## config.mk

```make
export PLATFORM = sky130hd
export DESIGN_NAME = tricolor_scan_ctrl
export DESIGN_NICKNAME = d
export VERILOG_FILES = /design/src/rtl/tricolor_scan_ctrl_pkg.sv /design/src/rtl/tricolor_scan_ctrl_tricolor.sv /design/src/rtl/tricolor_scan_ctrl.sv
export SDC_FILE = /design/constraint.sdc
export NUM_CORES = 1
export LEC_CHECK = 0
export CORE_MARGIN = 3
export CORE_UTILIZATION = 25
export DETAILED_ROUTE_END_ITERATION = 10
export SYNTH_ARGS = -nofsm -noshare
export SYNTH_HDL_FRONTEND = slang
export SYNTH_SLANG_ARGS = --single-unit
export TNS_END_PERCENT = 20
```

## constraint.sdc

```tcl
create_clock -name clk -period 4.3 [get_ports clk]
set_input_delay 0.86 -clock clk [delete_from_list [all_inputs] [get_ports clk]]
set_output_delay 0.86 -clock clk [all_outputs]
set_load 0.02 [all_outputs]
```

## src/rtl/tricolor_scan_ctrl_pkg.sv

```systemverilog
// Shared definitions for the tricolor scan controller.
//   state_e   : scan FSM states (IDLE, SCAN, DONE)
//   NUM_PAIRS : number of (a,b) operand pairs visited per scan
//   IDX_W     : width of the pair index
//   CNT_W     : width of the per-colour hit counters
package tricolor_scan_ctrl_pkg;

    typedef enum logic [1:0] {
        ST_IDLE = 2'd0,
        ST_SCAN = 2'd1,
        ST_DONE = 2'd2
    } state_e;

    localparam int NUM_PAIRS = 16;
    localparam int IDX_W     = 4;
    localparam int CNT_W     = 5;

endpackage

```

## src/rtl/tricolor_scan_ctrl_tricolor.sv

```systemverilog
// Combinational 2-bit unsigned comparator producing three colour flags.
//   a, b  : 2-bit unsigned operands
//   red   : a >= b
//   green : a <= b
//   blue  : a != b
module tricolor (
    input  logic [1:0] a,
    input  logic [1:0] b,
    output logic       red,
    output logic       green,
    output logic       blue
);

    always_comb begin
        red   = (a >= b);
        green = (a <= b);
        blue  = (a != b);
    end

endmodule

```

## src/rtl/tricolor_scan_ctrl.sv

```systemverilog
// Scans all 16 (a,b) pairs of 2-bit operands through the tricolor comparator,
// holding each pair for dwell+1 cycles and counting how many pairs assert
// each colour.
//   clk, rst              : clock, asynchronous active-high reset
//   start, abort          : scan request (IDLE only) / scan termination
//   dwell                 : extra hold cycles per pair, latched at scan start
//   a_o, b_o              : current operand pair
//   red_o/green_o/blue_o  : comparator result, forced low when not busy
//   busy, done            : scan in progress / one-cycle completion pulse
//   red_cnt/green_cnt/blue_cnt : per-colour hit counts of the last scan
module tricolor_scan_ctrl
    import tricolor_scan_ctrl_pkg::*;
#(
    parameter int DWELL_W = 8
) (
    input  logic               clk,
    input  logic               rst,
    input  logic               start,
    input  logic               abort,
    input  logic [DWELL_W-1:0] dwell,
    output logic [1:0]         a_o,
    output logic [1:0]         b_o,
    output logic               red_o,
    output logic               green_o,
    output logic               blue_o,
    output logic               busy,
    output logic               done,
    output logic [CNT_W-1:0]   red_cnt,
    output logic [CNT_W-1:0]   green_cnt,
    output logic [CNT_W-1:0]   blue_cnt
);

    localparam logic [IDX_W-1:0] IDX_LAST = IDX_W'(NUM_PAIRS - 1);

    state_e             state_q,     state_d;
    logic [IDX_W-1:0]   idx_q,       idx_d;
    logic [DWELL_W-1:0] hold_q,      hold_d;
    logic [DWELL_W-1:0] dwell_lat_q, dwell_lat_d;
    logic [CNT_W-1:0]   red_cnt_q,   red_cnt_d;
    logic [CNT_W-1:0]   green_cnt_q, green_cnt_d;
    logic [CNT_W-1:0]   blue_cnt_q,  blue_cnt_d;

    logic red_raw, green_raw, blue_raw;

    tricolor u_tricolor (
        .a     (idx_q[3:2]),
        .b     (idx_q[1:0]),
        .red   (red_raw),
        .green (green_raw),
        .blue  (blue_raw)
    );

    always_ff @(posedge clk or posedge rst) begin
        if (rst) begin
            state_q     <= ST_IDLE;
            idx_q       <= '0;
            hold_q      <= '0;
            dwell_lat_q <= '0;
            red_cnt_q   <= '0;
            green_cnt_q <= '0;
            blue_cnt_q  <= '0;
        end else begin
            state_q     <= state_d;
            idx_q       <= idx_d;
            hold_q      <= hold_d;
            dwell_lat_q <= dwell_lat_d;
            red_cnt_q   <= red_cnt_d;
            green_cnt_q <= green_cnt_d;
            blue_cnt_q  <= blue_cnt_d;
        end
    end

    always_comb begin
        state_d     = state_q;
        idx_d       = idx_q;
        hold_d      = hold_q;
        dwell_lat_d = dwell_lat_q;
        red_cnt_d   = red_cnt_q;
        green_cnt_d = green_cnt_q;
        blue_cnt_d  = blue_cnt_q;

        case (state_q)
            ST_IDLE: begin
                // abort dominates a simultaneous start
                if (start && !abort) begin
                    state_d     = ST_SCAN;
                    idx_d       = '0;
                    hold_d      = dwell;
                    dwell_lat_d = dwell;
                    red_cnt_d   = '0;
                    green_cnt_d = '0;
                    blue_cnt_d  = '0;
                end
            end
            ST_SCAN: begin
                if (abort) begin
                    // pair in progress is dropped; earlier counts are kept
                    state_d = ST_IDLE;
                end else if (hold_q == '0) begin
                    red_cnt_d   = red_cnt_q   + CNT_W'(red_raw);
                    green_cnt_d = green_cnt_q + CNT_W'(green_raw);
                    blue_cnt_d  = blue_cnt_q  + CNT_W'(blue_raw);
                    // index stays on the last pair so a_o/b_o hold after the scan
                    if (idx_q == IDX_LAST) begin
                        state_d = ST_DONE;
                    end else begin
                        idx_d  = idx_q + IDX_W'(1);
                        hold_d = dwell_lat_q;
                    end
                end else begin
                    hold_d = hold_q - DWELL_W'(1);
                end
            end
            ST_DONE: begin
                state_d = ST_IDLE;
            end
            default: begin
                state_d = ST_IDLE;
            end
        endcase
    end

    always_comb begin
        busy      = (state_q == ST_SCAN);
        done      = (state_q == ST_DONE);
        a_o       = idx_q[3:2];
        b_o       = idx_q[1:0];
        red_o     = red_raw   & busy;
        green_o   = green_raw & busy;
        blue_o    = blue_raw  & busy;
        red_cnt   = red_cnt_q;
        green_cnt = green_cnt_q;
        blue_cnt  = blue_cnt_q;
    end

endmodule

```

==> flow_metrics.env <==
export IMPL_cts_setup_buffers=0
export IMPL_p_seq_share_pct=43.1
export IMPL_clkPwrFrac_pct=37.2
export IMPL_multi_input_area_um2=1180
export IMPL_endpoint_kind="output pin"
export IMPL_grtUsageTotal_pct=12.3
export IMPL_holdCritPathClass="flip-flop to flip-flop"
export IMPL_post_cts_resized=0
export IMPL_place_hpwl_um=4000
export IMPL_clock_skew_ns=0.00777
export IMPL_ir_drop_uv=118
export IMPL_fill_cells=886
export IMPL_die_y_um=99.6
export IMPL_routedWlPerCell_um=15.0
export IMPL_p_int_mw=0.698
export IMPL_yosysUniqueCellTypes=50
export IMPL_tightest_slew_ns=1.20
export IMPL_hold_path_depth=2
export IMPL_clkSlewWorstSetupHoldPaths_ns=0.08
export IMPL_clock_sinks=37
export IMPL_layout_area_overhead_vs_synth_pct=28.2
export IMPL_status="finished, final reports clean"
export IMPL_io_pins=36
export IMPL_ys_seq_area_share_pct=42.3
export IMPL_tns_ns=0
export IMPL_ys_warn_count=0
export IMPL_yosysTopAreaCell="dfrtp_1"
export IMPL_fin_area_um2=2810
export IMPL_io_buffers=35
export IMPL_rr_worst_depth=6
export IMPL_syn_area_um2=2190
export IMPL_slew_viol_final=0
export IMPL_grt_pass1_wl_um=9890
export IMPL_row_count=33
export IMPL_grt_pass1_vias=1883
export IMPL_async_flop_share_pct=100
export IMPL_synth_cells=241
export IMPL_seqCellArea_um2=926
export IMPL_dpl_instance_area_um2=2670
export IMPL_wl_um=5760
export IMPL_cp_required_ns=3.44
export IMPL_cts_path_max_buffers=2
export IMPL_synth_top_area_share_pct=42.3
export IMPL_cellLeakagePower_nw=1.18
export IMPL_period_minus_slack_ns=3.09
export IMPL_viasPerCell=5.12
export IMPL_period_share_pct=71.9
export IMPL_slew_headroom_pct=19.5
export IMPL_dr_pass1_iters=5
export IMPL_swShare_pct=29.1
export IMPL_coreArea_um2=8340
export IMPL_grt_overflow=0
export IMPL_clk_insertion_delay_late_ns=0.29
export IMPL_drc=0
export IMPL_synth_seq_cells=37
export IMPL_fin_nets=300
export IMPL_grt_max_degree=38
export IMPL_synth_edf_count=0
export IMPL_place_congestion=0.827
export IMPL_ctsHoldBuffers=0
export IMPL_avgSynthCellArea_um2=9.09
export IMPL_dieWidth_um=99.6
export IMPL_cap_violations=0
export IMPL_ant_nets=0
export IMPL_hold_slack_ns=0.479
export IMPL_synth_flop_cell="dfrtp_1"
export IMPL_synth_area_top_cells="dfrtp_1 (42%), nand2_1 (6.7%), ha_1 (6.3%)"
export IMPL_diodes=0
export IMPL_worstSetupPathType="flip-flop to output pin"
export IMPL_htreeDepth=2
export IMPL_arrival_ns=2.23
export IMPL_initialDrtViolationCount=141
export IMPL_initial_core_util_pct=26.3
export IMPL_cts_tree="built"
export IMPL_p_comb_share_pct=19.7
export IMPL_dieArea_um2=9920
export IMPL_fmax_mhz=323
export IMPL_syn_nets=264
export IMPL_vias=1962
export IMPL_antenna_found_initial=0
export IMPL_p_per_area_nw_per_um2=351
export IMPL_numCtsBuffers=5
export IMPL_root_buffer="clkbuf_8"
export IMPL_crit_fanout=5
export IMPL_finalHoldViolCount=0
export IMPL_switchingPower_mw=0.286
export IMPL_start_kind="flip-flop"
export IMPL_rsz0062_at_grt="false"
export IMPL_setup_viol=0
export IMPL_layout_drive_gt1_share_pct=10.4
## worst max-delay path: stages, from the launching register on
cell and delay [ns]:
dfrtp_1 0.42, inv_1 0.06, ha_1 0.31, nor2b_1 0.14, o21ai_0 0.24, and2_1 0.17
clkdlybuf4s50_1 0.59
## per-stage QoR
stage	setup WS, ns	instances	power [mW]	utilization (%)
after floorplan	1.89	241	0.546	-
after global placement	1.56	375	0.623	32.0
after detailed placement	1.52	375	0.625	32.0
after CTS	1.19	383	0.992	33.6
after global routing	1.06	383	1.03	33.6
final	1.21	383	0.984	33.6
## path summary, 6_finish.rpt
check                               startpoint        endpoint  slack (ns)
worst max-delay path                  idx_q[1]         green_o        1.21
worst max register to register       hold_q[0]       hold_q[0]        1.73
worst min-delay path            dwell_lat_q[1]  dwell_lat_q[1]        0.48
min in group asynchronous                  rst    green_cnt[3]        0.98
max in group asynchronous                  rst       hold_q[3]        2.98
worst min register to register  dwell_lat_q[1]  dwell_lat_q[1]        0.48
## routing by layer
metal / vias up / GRT usage [%] / part of all wire (%)
met5: - / 0 / 0
met4: 0 / 4.31 / 1.4
met3: 8 / 2.24 / 3.9
met2: 51 / 19.1 / 46
met1: 940 / 17.0 / 49
li1: 963 / - / -
## synth_stat cells (4+ instances only)
| cell type | count |
|---|---|
| nand2_1 | 39 |
| dfrtp_1 | 37 |
| o21ai_0 | 17 |
| nand3_1 | 15 |
| a21oi_1 | 12 |
| clkbuf_1 | 11 |
| ha_1 | 11 |
| or4_1 | 8 |
| inv_1 | 7 |
| o31ai_1 | 7 |
| nor2_1 | 6 |
| mux2i_1 | 5 |
| nor4_1 | 5 |
| or2_2 | 4 |
## area by class of cell
| type | count | share of cell area (%) |
|---|---|---|
| timing repair buffer | 42 | 14.4 |
| sequential | 37 | 33.0 |
| inverter | 9 | 1.20 |
| multi-input combinational | 182 | 42.0 |
| clock inverter | 3 | 2.32 |
| clock buffer | 5 | 2.45 |
| tap | 105 | 4.68 |
## power groups by stage
| stage | registers, mW | logic, mW | clock network (mW) |
|---|---|---|---|
| after detailed placement | 0.430 | 0.195 | 0 |
| after floorplan | 0.427 | 0.119 | 0 |
| after global placement | 0.430 | 0.193 | 0 |
| after CTS | 0.424 | 0.196 | 0.373 |
| final | 0.424 | 0.194 | 0.366 |
| after global routing | 0.430 | 0.218 | 0.386 |
## flip-flops by register name (all words and copies together), names as in the netlist
| register | flops |
|---|---|
| green_cnt | 5 |
| hold_q | 8 |
| red_cnt | 5 |
| dwell_lat_q | 8 |
| idx_q | 4 |
| blue_cnt | 5 |
| state_q | 2 |
## kinds of logic (layout without fill, tap and decap cells)
| family | count (synthesis) | count (layout) | share of synthesized area (%) |
|---|---|---|---|
| mux | 8 | 8 | 3.83 |
| fa+ha+maj | 11 | 11 | 6.29 |
| simple gates | 100 | 100 | 24.1 |
| buf+inv | 22 | 59 | 4.17 |
| compound gates | 63 | 63 | 19.4 |
| flops | 37 | 37 | 42.3 |
## cell usage in the layout (no fill, tap or decap), types with 8 or more instances in the layout
cell | Yosys | final
nand3_1 | 15 | 15
or4_1 | 8 | 8
a21oi_1 | 12 | 12
o21ai_0 | 17 | 16
nand2_1 | 39 | 39
clkdlybuf4s50_1 | 0 | 35
ha_1 | 11 | 11
dfrtp_1 | 37 | 37
Power figures use the tool's default switching activity.
